File: src/rtl/pueo_trig_arb_pkg.sv
// Shared constants, FSM state type and priority helper for the PUEO trigger arbiter.
package pueo_trig_arb_pkg;

    localparam int unsigned NSRC         = 4;
    localparam int unsigned SRC_RF       = 0;
    localparam int unsigned SRC_EXT      = 1;
    localparam int unsigned SRC_PPS      = 2;
    localparam int unsigned SRC_SOFT     = 3;
    localparam int unsigned SRC_IDX_BITS = 2;
    localparam int unsigned DROP_BITS    = 16;

    typedef enum logic [1:0] {
        IDLE    = 2'd0,
        ISSUE   = 2'd1,
        HOLDOFF = 2'd2
    } state_t;

    // Lowest-index set bit wins (RF > EXT > PPS > SOFT).
    function automatic logic [SRC_IDX_BITS-1:0] grant_idx(input logic [NSRC-1:0] v);
        grant_idx = SRC_IDX_BITS'(SRC_SOFT);
        for (int i = int'(NSRC) - 1; i >= 0; i--) begin
            if (v[i]) grant_idx = SRC_IDX_BITS'(i);
        end
    endfunction

endpackage

File: src/rtl/pueo_trig_arb_slot.sv
// One-deep pending slot for a single trigger source: valid bit, captured timestamp
// and (with TRIG_ARB_DROPCNT_EN) a saturating drop counter.
module pueo_trig_arb_slot
    import pueo_trig_arb_pkg::*;
#(
    parameter int unsigned TIME_BITS = 32
) (
    input  logic                 clk,
    input  logic                 rst,
    input  logic                 flush,
    input  logic                 req,
    input  logic                 take,
    input  logic [TIME_BITS-1:0] now,
    output logic                 valid,
    output logic [TIME_BITS-1:0] stamp
`ifdef TRIG_ARB_DROPCNT_EN
    ,
    input  logic                 cnt_clr,
    output logic [DROP_BITS-1:0] drop_cnt
`endif
);

    // Slot capture: a grant clears before a same-cycle request refills.
    always_ff @(posedge clk or posedge rst) begin
        if (rst) begin
            valid <= 1'b0;
            stamp <= '0;
        end else if (flush) begin
            valid <= 1'b0;
        end else if (take) begin
            valid <= req;
            if (req) stamp <= now;
        end else if (req && !valid) begin
            valid <= 1'b1;
            stamp <= now;
        end
    end

`ifdef TRIG_ARB_DROPCNT_EN
    // Count requests that hit an occupied slot, saturating at all-ones.
    always_ff @(posedge clk or posedge rst) begin
        if (rst) begin
            drop_cnt <= '0;
        end else if (cnt_clr) begin
            drop_cnt <= '0;
        end else if (!flush && !take && req && valid && (drop_cnt != '1)) begin
            drop_cnt <= drop_cnt + DROP_BITS'(1);
        end
    end
`endif

endmodule

File: src/rtl/pueo_trig_arbiter.sv
// PUEO trigger arbiter: four one-deep request slots, fixed-priority grant onto an
// AXI4-Stream output, followed by a programmable deadtime.
// Optional feature macro: TRIG_ARB_DROPCNT_EN adds per-source drop counters (drop_cnt_o).
module pueo_trig_arbiter
    import pueo_trig_arb_pkg::*;
#(
    parameter int unsigned TIME_BITS    = 32,
    parameter int unsigned HOLDOFF_BITS = 16
) (
    input  logic                    sysclk_i,
    input  logic                    rst_i,
    input  logic                    runrst_i,
    input  logic                    run_en_i,
    input  logic [TIME_BITS-1:0]    cur_time_i,
    input  logic [HOLDOFF_BITS-1:0] holdoff_i,
    input  logic [NSRC-1:0]         src_req_i,
    output logic [TIME_BITS+3:0]    trig_tdata,
    output logic                    trig_tvalid,
    input  logic                    trig_tready
`ifdef TRIG_ARB_DROPCNT_EN
    ,
    output logic [NSRC-1:0][DROP_BITS-1:0] drop_cnt_o
`endif
);

    logic [1:0]                rst_sync;
    logic                      init_hold;
    logic                      run_clr;
    logic                      flush;
    logic [NSRC-1:0]           valid;
    logic [TIME_BITS-1:0]      stamp [NSRC];
    logic [NSRC-1:0]           take;
    logic [SRC_IDX_BITS-1:0]   gidx;
    logic [SRC_IDX_BITS-1:0]   gsrc;
    logic [HOLDOFF_BITS-1:0]   hold_cnt;
    logic                      load_grant;
    logic                      handshake;
    state_t                    state, state_next;

    // Hold the core in run-reset for two cycles after rst_i releases.
    always_ff @(posedge sysclk_i or posedge rst_i) begin
        if (rst_i) rst_sync <= 2'b11;
        else       rst_sync <= {rst_sync[0], 1'b0};
    end

    assign init_hold = rst_sync[1];
    assign run_clr   = runrst_i | init_hold;
    assign flush     = run_clr | ~run_en_i;
    assign gidx      = grant_idx(valid);

    for (genvar g = 0; g < int'(NSRC); g++) begin : g_slot
        pueo_trig_arb_slot #(.TIME_BITS(TIME_BITS)) u_slot (
            .clk      (sysclk_i),
            .rst      (rst_i),
            .flush    (flush),
            .req      (src_req_i[g]),
            .take     (take[g]),
            .now      (cur_time_i),
            .valid    (valid[g]),
            .stamp    (stamp[g])
`ifdef TRIG_ARB_DROPCNT_EN
            ,
            .cnt_clr  (run_clr),
            .drop_cnt (drop_cnt_o[g])
`endif
        );
    end

    // FSM state register.
    always_ff @(posedge sysclk_i or posedge rst_i) begin
        if (rst_i) state <= IDLE;
        else       state <= state_next;
    end

    // Next-state and grant/handshake decode; run reset overrides everything.
    always_comb begin
        state_next = state;
        load_grant = 1'b0;
        handshake  = 1'b0;
        take       = '0;
        if (run_clr) begin
            state_next = IDLE;
        end else begin
            case (state)
                IDLE: begin
                    if (run_en_i && (|valid)) begin
                        load_grant = 1'b1;
                        state_next = ISSUE;
                    end
                end
                ISSUE: begin
                    if (trig_tready) begin
                        handshake  = 1'b1;
                        take[gsrc] = 1'b1;
                        state_next = HOLDOFF;
                    end
                end
                HOLDOFF: begin
                    if (hold_cnt == '0) state_next = IDLE;
                end
                default: state_next = IDLE;
            endcase
        end
    end

    // Output register, granted-source latch and deadtime counter.
    always_ff @(posedge sysclk_i or posedge rst_i) begin
        if (rst_i) begin
            trig_tvalid <= 1'b0;
            trig_tdata  <= '0;
            gsrc        <= '0;
            hold_cnt    <= '0;
        end else if (run_clr) begin
            trig_tvalid <= 1'b0;
            hold_cnt    <= '0;
        end else if (load_grant) begin
            trig_tvalid <= 1'b1;
            trig_tdata  <= {valid, stamp[gidx]};
            gsrc        <= gidx;
        end else if (handshake) begin
            trig_tvalid <= 1'b0;
            hold_cnt    <= holdoff_i;
        end else if ((state == HOLDOFF) && (hold_cnt != '0)) begin
            hold_cnt <= hold_cnt - HOLDOFF_BITS'(1);
        end
    end

endmodule

File: config.mk
export PLATFORM = sky130hd
export DESIGN_NAME = pueo_trig_arbiter
export DESIGN_NICKNAME = d
export VERILOG_FILES = /design/src/rtl/pueo_trig_arb_pkg.sv /design/src/rtl/pueo_trig_arb_slot.sv /design/src/rtl/pueo_trig_arbiter.sv
export SDC_FILE = /design/constraint.sdc
export NUM_CORES = 1
export LEC_CHECK = 0
export ABC_AREA = 1
export CORE_ASPECT_RATIO = 1.2
export CORE_MARGIN = 2
export CORE_UTILIZATION = 47
export DETAILED_ROUTE_END_ITERATION = 8
export PLACE_DENSITY = 0.74
export SYNTH_ARGS = -nofsm -noshare
export SYNTH_HDL_FRONTEND = slang
export SYNTH_SLANG_ARGS = --single-unit
File: constraint.sdc
create_clock -name sysclk_i -period 5.6 [get_ports sysclk_i]
set_input_delay 0.56 -clock sysclk_i [delete_from_list [all_inputs] [get_ports sysclk_i]]
set_output_delay 0.56 -clock sysclk_i [all_outputs]
set_load 0.02 [all_outputs]
==> flow_metrics.env <==
export IMPL_status="complete, no violations"
export IMPL_vias=7039
export IMPL_clock_latency_ns=0.44
export IMPL_diodes=0
export IMPL_ir_drop_v=0.000253
export IMPL_crit_required_ns=5.91
export IMPL_totalPowerFinal_mw=3.85
export IMPL_critPathKind="register to register"
export IMPL_fp_row_count=54
export IMPL_max_freq_ghz=0.317
export IMPL_grt_pass1_wl_um=33600
export IMPL_post_cts_buffers=0
export IMPL_end_kind="register"
export IMPL_routedWlPerCell_um=14.5
export IMPL_synth_cells=1053
export IMPL_synthTopCellsByArea="dfrtp_1, nand2_1, o21ai_1"
export IMPL_grt_pass1_vias=6879
export IMPL_comb_power_share_pct=21.4
export IMPL_core_area_um2=18300
export IMPL_worst_pin_slew_ns=1.04
export IMPL_synthSimpleGateAreaFrac_pct=21.6
export IMPL_grt_max_degree=192
export IMPL_slew_headroom_pct=30.5
export IMPL_cts_root_buf="clkbuf_16"
export IMPL_stdcell_count=1383
export IMPL_path_clk_slew_ns=0.07
export IMPL_placed_cells=1351
export IMPL_holdBufCountCts=0
export IMPL_syn_to_final_growth_pct=17.8
export IMPL_rsz0062_at_grt="no"
export IMPL_ys_types=32
export IMPL_seq_power_share_pct=47.0
export IMPL_placed_area_um2=9830
export IMPL_fin_util_pct=56.9
export IMPL_yosysTopAreaCell="dfrtp_1"
export IMPL_clk_path_buf_depth=2
export IMPL_netlist_area_um2=8850
export IMPL_fin_crit_sh_pct=56.3
export IMPL_die_w_um=129
export IMPL_postSynth_asyncResetShare_pct=100
export IMPL_synthesis_nets=1111
export IMPL_dr_pass1_iters=5
export IMPL_grtUsageMet1_pct=29.2
export IMPL_hold_class="register to register"
export IMPL_fin_crit_ns=3.15
export IMPL_r2r_start="g_slot[2].u_slot.valid"
export IMPL_swShare_pct=30.6
export IMPL_p_leak_nw=5.09
export IMPL_grt_usage_pct=21.1
export IMPL_synthAdderAreaFrac_pct=0.141
export IMPL_p_per_area_nw_per_um2=369
export IMPL_setup_tns_ns=0
export IMPL_synth_compound_area_share_pct=16.5
export IMPL_hpwl_um=12000
export IMPL_final_layout_size_suffix_gt1_share_pct=11.0
export IMPL_drc_errors=0
export IMPL_skew_ns=0.0149
export IMPL_drv_cap=0
export IMPL_setup_viol=0
export IMPL_synth_top_family_by_area="simple AND/OR/NAND/NOR gates"
export IMPL_ant_nets=0
export IMPL_drt_iter0_drc=447
export IMPL_worstHoldStart="rst_sync[0]"
export IMPL_cts_sinks=191
export IMPL_whs_path_depth=0
export IMPL_grtUsageMet3_pct=3.67
export IMPL_cts_repair_resized=0
export IMPL_antenna_found_initial=0
export IMPL_synth_most_common_cell="nand2_1"
export IMPL_ys_seq_elements=191
export IMPL_die_h_um=154
export IMPL_ctsHtreeMaxLevel=4
export IMPL_drt_total_wl_um=20100
export IMPL_synth_edf_count=0
export IMPL_ios=94
export IMPL_top_usage_layer="met2"
export IMPL_synth_xor_area_share_pct=0.297
export IMPL_slew_violations=0
export IMPL_fin_area_um2=10400
export IMPL_power_frac_clock_pct=31.5
export IMPL_critPathLaunch="g_slot[2].u_slot.valid"
export IMPL_via_per_inst=5.09
export IMPL_crit_arrival_ns=3.46
export IMPL_synth_ff_type="dfrtp_1"
export IMPL_cts_buffers=17
export IMPL_worst_setup_path_start_kind="register"
export IMPL_gr_usage_met2_pct=33.6
export IMPL_yosys_warnings=0
export IMPL_worst_path_max_fanout=60
export IMPL_start_util_pct=48.3
export IMPL_port_buffers=93
export IMPL_p_sw_mw=1.18
export IMPL_rr_worst_depth=9
export IMPL_ys_seq_area_share_pct=54.1
export IMPL_place_gp_congestion=0.859
export IMPL_intPower_mw=2.67
export IMPL_final_nets=1176
export IMPL_synthDominantCellAreaShare_pct=53.5
export IMPL_hold_viol=0
export IMPL_dieArea_um2=19900
export IMPL_ys_top_cells_by_count="nand2_1, dfrtp_1, o21ai_1, inv_1, nor2_1"
export IMPL_syn_mean_instance_area_um2=8.40
export IMPL_gr_total_overflow=0
export IMPL_synthMuxAreaShare_pct=0
export IMPL_tritoncts="yes"
==> routing by layer <==
metal	routed length [um]	up-vias
met3	1000	27
met1	9240	3331
li1	-	3530
met2	9560	151
met4	315	0
met5	0	-
==> cells by family (layout without fill, tap and decap cells) <==
group | count (synthesis) | count (layout)
AND/OR/NAND/NOR | 466 | 466
AO/OA/AOI/OAI | 255 | 255
flip-flops | 191 | 191
buffers and inverters | 136 | 214
XOR/XNOR | 3 | 3
adder cells (fa/ha/maj) | 1 | 1
other | 1 | 1
==> through the flow <==
stage	worst slack [ns]	hold slack, ns
after global placement	2.47	0.347
final	2.45	0.358
after CTS	2.45	0.357
after global routing	2.21	0.362
after detailed placement	2.42	0.347
after floorplan	2.58	0.345
==> placed cells by master (no fill, tap or decap), drive strengths merged <==
cell type      count
dfrtp            189
dfstp              2
conb               1
o21ai            204
a31oi              1
o22ai             10
xor2               2
nand4              1
ha                 1
nand2            350
a21oi             27
xnor2              1
nand3             24
clkdlybuf4s50     93
o211ai            13
clkinv             5
clkbuf            18
buf                7
or2               16
inv               89
bufinv             1
clkinvlp           1
nor2              75
==> power by group through the flow <==
stage	sequential, mW	clock [mW]	combinational (mW)
CTS	1.81	1.23	0.836
global route	1.84	1.29	0.932
detailed placement	1.83	0	0.830
floorplan	1.88	0	0.461
global placement	1.83	0	0.812
finish	1.81	1.21	0.825
==> area by class of cell <==
cell class | instances | area (um^2)
inverters | 82 | 314
clock buffers | 18 | 439
well taps | 252 | 315
multi-input cells | 726 | 3420
flip-flops and latches | 191 | 4780
repair buffers | 100 | 996
clock inverters | 14 | 149
fillers | 1627 | 7890
==> flip-flops by register name, indices dropped and copies added, names as in the netlist <==
name,count
gsrc,2
g_slot.u_slot.valid,4
hold_cnt,16
rst_sync,2
trig_tdata,36
g_slot.u_slot.stamp,128
trig_tvalid,1
state,2
==> path summary, 6_finish.rpt <==
| kind | end | slack, ns |
|---|---|---|
| worst max register to register | trig_tdata[26] | 2.45 |
| worst max-delay path | trig_tdata[26] | 2.45 |
| min in group asynchronous | hold_cnt[2] | 0.75 |
| worst min-delay path | rst_sync[1] | 0.36 |
| max in group asynchronous | trig_tdata[11] | 4.06 |
| worst min register to register | rst_sync[1] | 0.36 |
==> critical path, stage by stage (launching register included) <==
cell	delay, ns
dfrtp_1	0.84
inv_1	0.21
o21ai_4	0.16
buf_4	0.51
inv_1	0.49
buf_4	0.38
nor2_1	0.12
nor2_1	0.05
a21oi_1	0.13
o21ai_0	0.09
No activity file was read; power rests on OpenSTA's default activity.
